<file path="config.mk">
export PLATFORM = sky130hd
export DESIGN_NAME = sram_arbiter
export DESIGN_NICKNAME = d
export VERILOG_FILES = /design/src/rtl/sram_arbiter.sv
export SDC_FILE = /design/constraint.sdc
export NUM_CORES = 1
export LEC_CHECK = 0
export ABC_AREA = 1
export ABC_CLOCK_PERIOD_IN_PS = 3100
export CORE_AREA = 2 2 101 103
export CTS_CLUSTER_DIAMETER = 100
export DETAILED_ROUTE_END_ITERATION = 12
export DIE_AREA = 0 0 103 105
export GPL_TIMING_DRIVEN = 0
export PLACE_DENSITY_LB_ADDON = 0.12
export SLEW_MARGIN = 15
export SYNTH_ARGS = -nofsm -noshare
export SYNTH_HDL_FRONTEND = slang
export SYNTH_SLANG_ARGS = --single-unit
</file>
<file path="constraint.sdc">
create_clock -name clk_i -period 3.1 [get_ports clk_i]
set_input_delay 0.62 -clock clk_i [delete_from_list [all_inputs] [get_ports clk_i]]
set_output_delay 0.62 -clock clk_i [all_outputs]
set_load 0.005 [all_outputs]
</file>
<file path="src/rtl/sram_arbiter.sv">
// Shares one SRAM read/write port between instruction fetch and load/store.
// Data has priority; a starvation counter forces a fetch grant after STARVE_LIMIT denied cycles.
module sram_arbiter #(
    parameter int ADDR_WIDTH   = 28,
    parameter int DATA_WIDTH   = 32,
    parameter int NUM_WMASKS   = 4,
    parameter int READ_LATENCY = 1,
    parameter int STARVE_LIMIT = 4
) (
    input  logic                  clk_i,
    input  logic                  rst_ni,
    input  logic                  ireq_valid_i,
    output logic                  ireq_ready_o,
    input  logic [ADDR_WIDTH-1:0] ireq_addr_i,
    output logic                  irsp_valid_o,
    output logic [DATA_WIDTH-1:0] irsp_rdata_o,
    input  logic                  dreq_valid_i,
    output logic                  dreq_ready_o,
    input  logic                  dreq_we_i,
    input  logic [ADDR_WIDTH-1:0] dreq_addr_i,
    input  logic [DATA_WIDTH-1:0] dreq_wdata_i,
    input  logic [NUM_WMASKS-1:0] dreq_wmask_i,
    output logic                  drsp_valid_o,
    output logic [DATA_WIDTH-1:0] drsp_rdata_o,
    output logic                  sram_csb_o,
    output logic                  sram_web_o,
    output logic [ADDR_WIDTH-1:0] sram_addr_o,
    output logic [DATA_WIDTH-1:0] sram_wdata_o,
    output logic [NUM_WMASKS-1:0] sram_wmask_o,
    input  logic [DATA_WIDTH-1:0] sram_rdata_i
);
    localparam int CW = $clog2(STARVE_LIMIT + 1);
    localparam logic [CW-1:0] LIMIT = CW'(STARVE_LIMIT);

    logic [CW-1:0]           starve_cnt_q, starve_cnt_d;
    logic [READ_LATENCY-1:0] vld_q, vld_d;
    // id bit per tracker stage: 1 = fetch, 0 = data
    logic [READ_LATENCY-1:0] id_q, id_d;
    logic                    force_fetch, gnt_d_raw, gnt_i_raw, gnt_d, gnt_i;

    always_comb begin
        force_fetch  = ireq_valid_i && (starve_cnt_q == LIMIT);
        gnt_d_raw    = dreq_valid_i && !force_fetch;
        gnt_i_raw    = ireq_valid_i && !gnt_d_raw;
        // State updates use the raw grants; reset already holds the flops.
        // Only the externally visible grant is gated by reset.
        gnt_d        = gnt_d_raw && rst_ni;
        gnt_i        = gnt_i_raw && rst_ni;

        starve_cnt_d = starve_cnt_q;
        if (!ireq_valid_i || gnt_i_raw) begin
            starve_cnt_d = '0;
        end else if (starve_cnt_q < LIMIT) begin
            starve_cnt_d = starve_cnt_q + 1'b1;
        end

        vld_d    = '0;
        id_d     = '0;
        vld_d[0] = (gnt_d_raw && !dreq_we_i) || gnt_i_raw;
        id_d[0]  = gnt_i_raw;
        for (int i = 1; i < READ_LATENCY; i++) begin
            vld_d[i] = vld_q[i-1];
            id_d[i]  = id_q[i-1];
        end
    end

    always_ff @(posedge clk_i or negedge rst_ni) begin
        if (!rst_ni) begin
            starve_cnt_q <= '0;
            vld_q        <= '0;
            id_q         <= '0;
        end else begin
            starve_cnt_q <= starve_cnt_d;
            vld_q        <= vld_d;
            id_q         <= id_d;
        end
    end

    always_comb begin
        sram_csb_o   = 1'b1;
        sram_web_o   = 1'b1;
        sram_addr_o  = '0;
        sram_wdata_o = '0;
        sram_wmask_o = '0;
        if (gnt_d) begin
            sram_csb_o   = 1'b0;
            sram_web_o   = ~dreq_we_i;
            sram_addr_o  = dreq_addr_i;
            sram_wdata_o = dreq_wdata_i;
            sram_wmask_o = dreq_wmask_i;
        end else if (gnt_i) begin
            sram_csb_o  = 1'b0;
            sram_addr_o = ireq_addr_i;
        end
    end

    assign ireq_ready_o = gnt_i;
    assign dreq_ready_o = gnt_d;
    assign irsp_valid_o = vld_q[READ_LATENCY-1] && id_q[READ_LATENCY-1];
    assign drsp_valid_o = vld_q[READ_LATENCY-1] && !id_q[READ_LATENCY-1];
    assign irsp_rdata_o = sram_rdata_i;
    assign drsp_rdata_o = sram_rdata_i;

endmodule

</file>
==> out/qor.yml <==
drt_iter0_markers: 47
dr.pass1.iters: 5
start_util_pct: 16.65
seqCellArea_um2: 125.1
hold_ws_ns: 0.3618
grt_max_degree: 11
synth_nets: 406
status: "finished clean"
dp.final_hpwl_mm: 7.083
max_slew_margin_pct: 68.30
cp_max_fo: 10
die_x_um: 103
ys.warnings.count: 0
diodes: 0
vias: 2465
fillers: 1017
synthCells: 275
port_buffers: 230
cp_slowest_cell: "clkdlybuf4s50_1"
crit_required_ns: 2.48
die_area_um2: 10820
place_congestion: 0.7396
reg2reg_depth: 7
power_leakage_nw: 1.972
design_area_um2: 4129
r2r_start: "starve_cnt_q[0]"
syn-cell-area_um2: 1605
grt_pass1_wl_mm: 11.34
core-area_um2: 9639
avgSynthCellArea_um2: 5.837
arrival_ns: 2.32
cts_sinks: 5
drive_above_1_share_pct: 16.90
critPathBufInv: 5
cp-endpoint: "sram_addr_o[18]"
worstMarginPinSlew_ns: 0.4754
powerDensity_nw_per_um2: 160.8
std_cell_rows: 36
dpl_cell_area_um2: 4074
cts.htree.levels: 1
io_pins: 263
ctsLongestPathBuffers: 2
max_freq_ghz: 0.3403
viasPerCell: 3.840
gr-total-overflow: 0
min_period_ns: 2.938
skew_ns: 0.001516
hold_class: "in -> async"
critPathKind: "in -> out"
cpMostUsedCell: "buf_2"
drc: 0
cts_setup_buffers: 0
antenna_found_initial: 0
fin_nets: 641
grt_usage_pct: 13.23
final_hold_viol_count: 0
critPathTopFamily: "buffers and inverters"
multiInputGateArea_um2: 684.4
ys_seq_elements: 5
reg2reg_setup_slack_ns: 1.89
insertion_delay_ns: 0.22
ir_worst_vdd_mv: 0.08065
antenna_left: 0
crit_path_end_kind: "output pin"
cts_buffers: 3
setup_viol: 0
wire_per_inst_um: 12.54
drv_cap: 0
crit_path_max_incr_delay_ns: 0.50
r2r-end: "starve_cnt_q[2]"
rsz0062_at_grt: "false"
area_growth_pct: 157.2
grt_pass1_vias: 2385
crit_cells: 7
cts_root_buf: "clkbuf_8"
die_h_um: 105
drv_slew: 0
layout_worst_path_cycle_share_pct: 94.78
wl_mm: 8.053
yosysUniqueCellTypes: 18
clk_pin_slew_ns: 0.03
crit_chain: "dlygate4sd2_1, buf_2, clkbuf_4, buf_2, nand3_1, nand2_1, clkdlybuf4s50_1"
cts_tree: "built"
critPathLaunchType: "primary input"
startpoint: "rst_ni"
ys_seq_area_share_pct: 7.794
## flip-flops by register name, summed over array words and instances, names as in the netlist
name,count
id_q,1
starve_cnt_q,3
vld_q,1
## placed cells by master, fill, tap and decap left out, drive strengths merged
cell type,Yosys,final
a21oi,2,2
buf,81,79
clkbuf,2,8
clkdlybuf4s50,0,228
dfrtp,5,5
dlygate4sd2,0,1
dlymetal6s2s,0,1
ha,2,2
inv,46,46
nand2,35,35
nand3,29,29
nand4,28,28
nor2,42,42
o21ai,2,2
xor2,1,1
## through the flow
step                      utilization, %  setup WS (ns)  setup TNS (ns)  cells  power (W)
after detailed placement           42.26        -0.2661          -4.358    638  0.0005506
after global placement             42.26        -0.2534          -4.506    638  0.0005489
final                              42.83         0.1618               0    642  0.0006640
after CTS                          42.76        0.02365               0    642  0.0006741
after floorplan                        -          1.203               0    275  0.0002297
after global routing               42.83       0.002888               0    642  0.0007101
## worst reg2reg max path: stages, from the launching register on
cell and delay [ns]:
dfrtp_1 0.38, inv_1 0.06, ha_1 0.22, nand3_1 0.10, nand2_1 0.07, inv_1 0.12, nand2_1 0.10, nor2_1 0.10
## Yosys cell counts, drive strengths merged
master,n,area share (%)
buf,81,38
inv,46,11
nor2,42,9.8
nand2,35,8.8
nand3,29,9.0
nand4,28,11
dfrtp,5,7.8
a21oi,2,1.3
clkbuf,2,0.47
ha,2,1.6
o21ai,2,0.62
xor2,1,0.55
## routing by layer
metal / global-route usage (%) / vias up / part of all wire, %
met3: 3.746 / 10 / 12
met2: 26.21 / 146 / 52
met1: 12.65 / 1054 / 34
met4: 4.041 / 0 / 2.1
li1: - / 1255 / -
met5: 0 / - / 0
## report_power, final
group / leakage [nW] / total [W] / switching [W] / internal (W)
combinational: 1.88 / 0.000475 / 0.000141 / 0.000334
clock: 0.0228 / 0.000119 / 0.0000304 / 0.0000881
sequential: 0.0657 / 0.0000707 / 0.00000203 / 0.0000687
## logic make-up after synthesis
logic type	synth area share, %
xor gates and xnor gates	0.5457
DFF	7.794
and+or+nand+nor	38.58
buffers and inverters	49.57
AOI/OAI and AO/OA	1.949
adders and majority gates	1.559
## how the worst min path moves through the flow
stage,to,slack (ns),cells after the start
final,starve_cnt_q[0],0.36,1
after global placement,starve_cnt_q[1],0.53,2
after CTS,starve_cnt_q[0],0.37,1
after detailed placement,starve_cnt_q[1],0.56,2
after floorplan,id_q,0.32,0
after global routing,id_q,0.37,1
## final cells by class
class	instances	share of cell area [%]
buffer	83	15.30
clock buffer	4	1.091
inverter	46	4.182
multi-input combinational	141	16.58
sequential	5	3.030
tap	133	4.030
timing repair buffer	230	55.79
## timing repair
item / in CTS / in global routing
hold buffers: 0 / 0
gates resized for setup: 3 / 3
setup endpoints to repair: 30 / 5
No activity file was read; power rests on OpenSTA's default activity.
